## src/rtl/mult_fu.sv

```systemverilog
// Iterative shift-add RV32M multiplier feeding the CDB through a valid/grant handshake.
// Optional MULT_EARLY_OUT_EN: finish as soon as the remaining multiplier bits are all zero.
module mult_fu #(
  parameter int WIDTH    = 32,
  parameter int ROB_ID_W = 8,
  parameter int PREG_W   = 6
) (
  input  logic                clk,
  input  logic                rst,
  input  logic                start,
  input  logic [1:0]          op,
  input  logic [WIDTH-1:0]    rs1_v,
  input  logic [WIDTH-1:0]    rs2_v,
  input  logic [ROB_ID_W-1:0] rob_id,
  input  logic [PREG_W-1:0]   pd,
  input  logic                flush,
  input  logic                cdb_grant,
  output logic                ready,
  output logic                cdb_valid,
  output logic [ROB_ID_W-1:0] cdb_rob_id,
  output logic [PREG_W-1:0]   cdb_pd,
  output logic [WIDTH-1:0]    cdb_value
);

  localparam int CNT_W = $clog2(WIDTH) + 1;
  localparam logic [1:0] OP_MUL    = 2'b00;
  localparam logic [1:0] OP_MULH   = 2'b01;
  localparam logic [1:0] OP_MULHSU = 2'b10;

  typedef enum logic [1:0] {
    S_IDLE = 2'd0,
    S_CALC = 2'd1,
    S_DONE = 2'd2
  } state_t;

  state_t                r_state;
  state_t                w_state_next;
  logic [1:0]            r_op;
  logic [ROB_ID_W-1:0]   r_rob_id;
  logic [PREG_W-1:0]     r_pd;
  logic [WIDTH-1:0]      r_mcand;
  logic [WIDTH-1:0]      r_mplier;
  logic                  r_neg;
  logic [2*WIDTH-1:0]    r_acc;
  logic [CNT_W-1:0]      r_cnt;
  logic                  r_cdb_valid;
  logic [ROB_ID_W-1:0]   r_cdb_rob_id;
  logic [PREG_W-1:0]     r_cdb_pd;
  logic [WIDTH-1:0]      r_cdb_value;

  logic                  w_rs1_neg;
  logic                  w_rs2_neg;
  logic [WIDTH-1:0]      w_rs1_abs;
  logic [WIDTH-1:0]      w_rs2_abs;
  logic [2*WIDTH-1:0]    w_addend;
  logic [2*WIDTH-1:0]    w_acc_next;
  logic [WIDTH-1:0]      w_mplier_next;
  logic [2*WIDTH-1:0]    w_product;
  logic [WIDTH-1:0]      w_result;
  logic                  w_last;

  // Magnitudes are taken as unsigned WIDTH-bit values, so -2^(WIDTH-1) maps cleanly to 2^(WIDTH-1).
  assign w_rs1_neg = ((op == OP_MULH) || (op == OP_MULHSU)) && rs1_v[WIDTH-1];
  assign w_rs2_neg = (op == OP_MULH) && rs2_v[WIDTH-1];
  assign w_rs1_abs = w_rs1_neg ? -rs1_v : rs1_v;
  assign w_rs2_abs = w_rs2_neg ? -rs2_v : rs2_v;

  assign w_addend      = r_mplier[0] ? ({{WIDTH{1'b0}}, r_mcand} << r_cnt) : '0;
  assign w_acc_next    = r_acc + w_addend;
  assign w_mplier_next = r_mplier >> 1;
  assign w_product     = r_neg ? -w_acc_next : w_acc_next;
  assign w_result      = (r_op == OP_MUL) ? w_product[WIDTH-1:0] : w_product[2*WIDTH-1:WIDTH];

`ifdef MULT_EARLY_OUT_EN
  assign w_last = (r_cnt == CNT_W'(WIDTH - 1)) || (w_mplier_next == '0);
`else
  assign w_last = (r_cnt == CNT_W'(WIDTH - 1));
`endif

  // NOTE: sequential state uses non-blocking assignments so every register samples pre-edge values.
  always_ff @(posedge clk or posedge rst) begin
    if (rst) r_state <= S_IDLE;
    else     r_state <= w_state_next;
  end

  // NOTE: default assignment first, so no path through this block leaves the output unassigned (no latch).
  always_comb begin
    w_state_next = r_state;
    if (flush) begin
      w_state_next = S_IDLE;
    end else begin
      case (r_state)
        S_IDLE:  if (start)     w_state_next = S_CALC;
        S_CALC:  if (w_last)    w_state_next = S_DONE;
        S_DONE:  if (cdb_grant) w_state_next = S_IDLE;
        default:                w_state_next = S_IDLE;
      endcase
    end
  end

  always_comb begin
    ready = (r_state == S_IDLE);
  end

  always_ff @(posedge clk or posedge rst) begin
    if (rst) begin
      r_op         <= '0;
      r_rob_id     <= '0;
      r_pd         <= '0;
      r_mcand      <= '0;
      r_mplier     <= '0;
      r_neg        <= 1'b0;
      r_acc        <= '0;
      r_cnt        <= '0;
      r_cdb_valid  <= 1'b0;
      r_cdb_rob_id <= '0;
      r_cdb_pd     <= '0;
      r_cdb_value  <= '0;
    end else if (flush) begin
      r_cdb_valid <= 1'b0;
    end else begin
      case (r_state)
        S_IDLE: begin
          if (start) begin
            r_op     <= op;
            r_rob_id <= rob_id;
            r_pd     <= pd;
            r_mcand  <= w_rs1_abs;
            r_mplier <= w_rs2_abs;
            r_neg    <= w_rs1_neg ^ w_rs2_neg;
            r_acc    <= '0;
            r_cnt    <= '0;
          end
        end
        S_CALC: begin
          r_acc    <= w_acc_next;
          r_mplier <= w_mplier_next;
          r_cnt    <= r_cnt + CNT_W'(1);
          if (w_last) begin
            r_cdb_valid  <= 1'b1;
            r_cdb_value  <= w_result;
            r_cdb_rob_id <= r_rob_id;
            r_cdb_pd     <= r_pd;
          end
        end
        S_DONE: begin
          if (cdb_grant) r_cdb_valid <= 1'b0;
        end
        default: ;
      endcase
    end
  end

  assign cdb_valid  = r_cdb_valid;
  assign cdb_rob_id = r_cdb_rob_id;
  assign cdb_pd     = r_cdb_pd;
  assign cdb_value  = r_cdb_value;

endmodule

```

## config.mk

```make
export PLATFORM = sky130hd
export DESIGN_NAME = mult_fu
export DESIGN_NICKNAME = d
export VERILOG_FILES = /design/src/rtl/mult_fu.sv
export SDC_FILE = /design/constraint.sdc
export NUM_CORES = 1
export LEC_CHECK = 0
export CORE_ASPECT_RATIO = 0.7
export CORE_MARGIN = 1
export CORE_UTILIZATION = 45
export DETAILED_ROUTE_END_ITERATION = 8
export GPL_ROUTABILITY_DRIVEN = 0
export PLACE_DENSITY = 0.66
export SLEW_MARGIN = 25
export SYNTH_ARGS = -nofsm -noshare
export SYNTH_HDL_FRONTEND = slang
export SYNTH_SLANG_ARGS = --single-unit
```

## constraint.sdc

```tcl
create_clock -name clk -period 6.8 [get_ports clk]
set_input_delay 1.02 -clock clk [delete_from_list [all_inputs] [get_ports clk]]
set_output_delay 1.02 -clock clk [all_outputs]
set_load 0.02 [all_outputs]
```

## After elaboration in Yosys (flattened, before gate mapping)

Cells that the tools add are included.

| storage, ports and cells | value |
|---|---|
| logic and storage cells | 62 |
| register bits after elaboration | 200 |
| output and inout port bits | 48 |
| input port bits | 85 |

| cells by class | value |
|---|---|
| bitwise logic cells | 2 |
| shifts and indexed selects | 1 |
| equality and inequality tests | 9 |
| reduce and logical (&&, ||, !) cells | 12 |
| muxes and demuxes | 20 |
| add/subtract/negate cells | 5 |

Operators by type and width:

| kind | count |
|---|---|
| 64-bit 2-to-1 mux | 3 |
| 32-bit 2-to-1 mux | 4 |
| 64-bit one-hot mux with 2 select lines | 1 |
| 64-bit adder | 1 |
| 32-bit negator | 2 |
| 64-bit negator | 1 |
| 32-bit one-hot mux with 2 select lines | 1 |
| 32-bit by 6-bit left shift with 64-bit output | 1 |
| 3-bit AND reduction | 5 |
| 6-bit one-hot mux with 2 select lines | 1 |
| 3-bit inequality test, second input constant | 3 |
| 2-bit 2-to-1 mux | 4 |
| 6-bit by 1-bit adder with 6-bit output, second input constant | 1 |
| 6-bit by 5-bit equality test with 1-bit output, second input constant | 1 |
| 6-bit 2-to-1 mux | 1 |
| 2-bit one-hot mux with 3 select lines | 1 |
| 2-bit by 1-bit equality test with 1-bit output, second input constant | 2 |
| 2-bit equality test, second input constant | 2 |
| 2-bit zero test | 2 |
| 1-bit 2-to-1 mux | 3 |
| 3-bit nonzero test | 1 |
| 1-bit logical AND | 2 |
| 2-bit inequality test, second input constant | 1 |
| 1-bit one-hot mux with 2 select lines | 1 |
| other kinds (4) | 4 |

## Longest topological paths before layout

| logic depth | value |
|---|---|
| depth after elaboration | 6 |
| mapped depth | 28 |
| mapped depth without buffers | 24 |

## Worst setup path before layout

No wires, ideal clock.

| timing path | value |
|---|---|
| path type | register to register |
| start | register r_cnt[0] |
| end | register r_cdb_value[31] (netlist: cdb_value[31]) |
| arrival | 6.632 ns |
| library setup time | 0.120 ns |
| clock period less this slack | 6.752 ns |
| buffers on the path | 5 |
| data required time | 6.680 ns |
| setup slack | 0.048 ns |
| stages on the path, launching flop included | 25 |
| cell sequence | dfrtp_1 -> clkbuf_1 -> clkbuf_1 -> buf_1 -> mux4_2 -> mux2i_1 -> a21oi_1 -> nand2_1 -> a21oi_1 -> o21a_1 -> ha_1 -> clkbuf_1 -> nand4_1 -> or3_1 -> or3_1 -> o22ai_1 -> o31a_1 -> o21ai_0 -> a32oi_1 -> nand4_1 -> or2_2 -> buf_1 -> or4_1 -> nand4b_1 -> o211a_1 |

| on the way | value |
|---|---|
| longest elaborated chain between the ends | 6 |

Ends and longest elaborated chain:

| item | RTL line | RTL |
|---|---|---|
| start: declaration | 45 | `logic [CNT_W-1:0] r_cnt;` |
| start signal: assignment | 138 | `r_cnt <= r_cnt + CNT_W'(1);` |
| 32-bit by 6-bit left shift with 64-bit output | 68 | `assign w_addend = r_mplier[0] ? ({{WIDTH{1'b0}}, r_mcand} << r_cnt) : '0;` |
| 64-bit 2-to-1 mux | 68 |  |
| 64-bit adder | 69 | `assign w_acc_next = r_acc + w_addend;` |
| 64-bit negator | 71 | `assign w_product = r_neg ? -w_acc_next : w_acc_next;` |
| 64-bit 2-to-1 mux | 71 |  |
| 32-bit 2-to-1 mux | 72 | `assign w_result = (r_op == OP_MUL) ? w_product[WIDTH-1:0] : w_product[2*WIDTH-1:WIDTH];` |
| end signal: assignment | 141 | `r_cdb_value <= w_result;` |
| end: declaration | 49 | `logic [WIDTH-1:0] r_cdb_value;` |

Several ways; a longest one is shown, not always the timed one.
A chain may end at the register's enable or synchronous reset.

## Worst setup path after layout

| timing path | value |
|---|---|
| start | register r_cnt[0] |
| end | register r_cdb_value[27] (netlist: cdb_value[27]) |

Same word-level chain as after synthesis.

==> metrics.csv <==
stage;metric;value;unit
final_layout;nets;2713;
flow_run;maxCapViolCount;0;
sta;layout_setup_ws;0.173;ns
setup_path;rr_worst_depth;20;
drt;wl_per_cell;22.8;µm
logic_synthesis;synth_fp_nets;2638;
setup_path;r2r_end;cdb_value[27];
floorplanning;die_w;246;µm
logic_synthesis;synth_ff_type;dfrtp_1;
final_layout;layout-drive-gt1-share;8.71;%
sta;rsz0062_at_grt;no;
sta;period_minus_slack;6.63;ns
clock_network;path_clk_slew;0.09;ns
global_route;first_global_vias;18340;
final_layout;area.growth.synth_to_final;14.8;%
drt;wirelength;71100;µm
logic_synthesis;ys_seq_area_share;26.7;%
sta;fmax;0.151;GHz
clock_network;holdBufCountCts;0;
global_route;overflow;0;
logic_synthesis;syn_area;18700;µm²
sta;setup_violations;0;
global_route;antenna_found_initial;1;
drt;drc_errors;3;
placement;io_buffers;132;
power_and_ir_drop;power.density;277;nW/µm²
global_route;track_usage;33.0;%
hold_path;hp-class;reg2reg;
setup_path;start_kind;flop;
power_and_ir_drop;power_switching;2.84;mW
final_layout;stdcell_area;21500;µm²
floorplanning;num_rows;62;
final_layout;fillerInstances;3850;
setup_path;cp_max_fo;35;
power_and_ir_drop;p_leak;9.01;nW
sta;min_period_over_period;97.5;%
clock_network;insertion_delay;0.48;ns
placement;pre_cts_ws;0.144;ns
power_and_ir_drop;peakVddDrop;0.175;mV
sta;drv_slew;0;
sta;setup_tns;0;ns
setup_path;path_class;reg2reg;
setup_path;r2r_start;r_cnt[0];
power_and_ir_drop;internal-power;3.12;mW
drt;final_antenna_net_count;0;
power_and_ir_drop;power_frac_clock;17.8;%
outcome;violations;design-rule violations;
drt;drt-pass1-iter-count;9;
logic_synthesis;synth-async-reset-ratio;100;%
placement;dp_hpwl;55700;µm
logic_synthesis;post_synth.cell_area_avg;7.54;µm²
clock_network;cts_tree;yes;
logic_synthesis;synth-edff-count;0;
drt;vias;20538;
floorplanning;start_util;45.7;%
placement;dpl-instance-area;20800;µm²
power_and_ir_drop;p_seq_share;25.9;%
setup_path;worstSetupEndpoint;cdb_value[27];
drt;via_per_inst;6.59;
clock_network;htree_levels;4;
global_route;grt_pass1_wl;108000;µm
floorplanning;dieHeight;173;µm
drt;drt_iter0_markers;3213;
floorplanning;core_area;41000;µm²
clock_network;cts_buffers;17;
clock_network;cts_root_buf;clkbuf_16;
outcome;status;complete, but fails checks;
logic_synthesis;syn-instance-count;2484;
global_route;grt_max_degree;83;
logic_synthesis;yosys_register_bits;200;
setup_path;crit_start;r_cnt[0];
setup_path;arrival;7.03;ns
sta;hold_viol_final;0;
logic_synthesis;ys_warn_count;0;
sta;slew_headroom;38.4;%
floorplanning;die_area;42500;µm²
setup_path;reg2reg_slack;0.17;ns
sta;skew;0.0227;ns
power_and_ir_drop;p_comb_share;56.4;%
final_layout;final_common_cell;nand2_1;
floorplanning;io_pins;133;
clock_network;cts_sinks;200;
setup_path;required;7.21;ns
power_and_ir_drop;switching_share;47.6;%
setup_path;cp-end-kind;flop;
logic_synthesis;yosysUniqueCellTypes;96;
sta;worst_slew_pin_slew;0.922;ns
clock_network;clock_path_buffers;2;
final_layout;layout_common_cells;nand2_1 (413), o21ai_0 (233), nor2_1 (210);
==> repair_timing <==
item / in CTS / in global routing
setup buffers: 0 / 2
resized for setup: 0 / 10
setup endpoints to repair: 0 / 26
==> cells in the mapped netlist, types with 26 or more instances <==
cell | count | area share (%)
nand2_1 | 414 | 8.3
mux4_2 | 27 | 3.2
o21ai_0 | 235 | 6.3
xor2_1 | 32 | 1.5
nor2b_1 | 34 | 1.1
inv_1 | 29 | 0.58
nor3_1 | 66 | 1.8
clkbuf_1 | 144 | 2.9
xnor2_1 | 72 | 3.4
dfrtp_1 | 200 | 27
a22o_1 | 41 | 1.9
mux2i_1 | 40 | 2.1
a21o_1 | 30 | 1.2
nand3_1 | 43 | 1.1
nand4_1 | 45 | 1.5
and2_1 | 41 | 1.4
ha_1 | 68 | 4.5
nor2_1 | 213 | 4.3
or3_1 | 35 | 1.2
nor4_1 | 26 | 0.87
a21oi_1 | 201 | 5.4
==> worst max-delay path, stage by stage (launching register included) <==
cell and delay (ns):
dfrtp_2 0.50, buf_12 0.28, mux2i_1 0.50, mux2i_1 0.15
buf_4 0.19, nor3_1 0.57, ha_1 0.33, nand4_1 0.25
nor4_1 0.51, o311ai_1 0.18, buf_4 0.19, a41oi_2 0.36
buf_4 0.21, nor2b_1 0.08, xnor2_1 0.16, a2111o_1 0.42
or4_4 0.63, nor3_1 0.34, mux2_2 0.38, a32o_1 0.22
o21ai_1 0.11
==> sequential cells by signal, summed over array words and instances (netlist names) <==
register	flops
cdb_pd	6
cdb_rob_id	8
cdb_valid	1
cdb_value	32
r_acc	64
r_cnt	6
r_mcand	32
r_mplier	32
r_neg	1
r_op	2
r_pd	6
r_rob_id	8
r_state	2
==> how the worst min path moves through the flow <==
stage	from	to	cells after the start
after floorplan	r_pd[0]	cdb_pd[0]	2
after detailed placement	r_pd[4]	cdb_pd[4]	2
final	r_rob_id[0]	cdb_rob_id[0]	2
after global placement	r_rob_id[2]	cdb_rob_id[2]	2
after CTS	r_pd[4]	cdb_pd[4]	2
after global routing	r_rob_id[4]	cdb_rob_id[4]	2
==> power groups by stage <==
stage / Sequential [mW] / Combinational, mW / Clock, mW
after CTS: 1.53 / 3.21 / 1.08
final: 1.54 / 3.36 / 1.06
after global placement: 1.55 / 3.15 / 0
after global routing: 1.56 / 3.56 / 1.12
after floorplan: 1.48 / 2.23 / 0
after detailed placement: 1.55 / 3.20 / 0
==> routing by layer <==
metal / global-route usage, % / share of wire (%)
met5: 0 / 0.021
met4: 9.21 / 2.8
met3: 13.0 / 15
met2: 45.0 / 40
met1: 47.7 / 43
==> logic make-up (layout without fill, tap and decap cells) <==
| family | after synthesis | count (layout) | share of synthesized area (%) |
|---|---|---|---|
| other cells | 0 | 1 | 0 |
| compound gates | 804 | 804 | 27.4 |
| simple gates | 1029 | 1029 | 26.1 |
| buf+inv | 198 | 286 | 4.15 |
| flops | 200 | 200 | 26.7 |
| mux | 80 | 80 | 6.16 |
| fa+ha+maj | 69 | 69 | 4.65 |
| xor+xnor | 104 | 104 | 4.86 |
==> per-stage QoR <==
step | instances | hold WS [ns] | power (mW) | utilization (%)
CTS | 3113 | 0.471 | 5.82 | 52.2
finish | 3117 | 0.472 | 5.95 | 52.4
floorplan | 2484 | 0.439 | 3.71 | -
global route | 3116 | 0.486 | 6.24 | 52.4
global placement | 3080 | 0.446 | 4.70 | 50.7
detailed placement | 3081 | 0.461 | 4.75 | 50.8
==> cell type report <==
class	count	area, µm²	share of cell area, %
sequential	200	5010	23.3
timing repair buffer	223	2070	9.64
inverter	31	124	0.576
antenna	1	2.50	0.0116
clock buffer	18	439	2.04
clock inverter	14	150	0.698
multi-input combinational	2086	13000	60.6
tap	544	681	3.16
(Power assumes the default switching activity.)
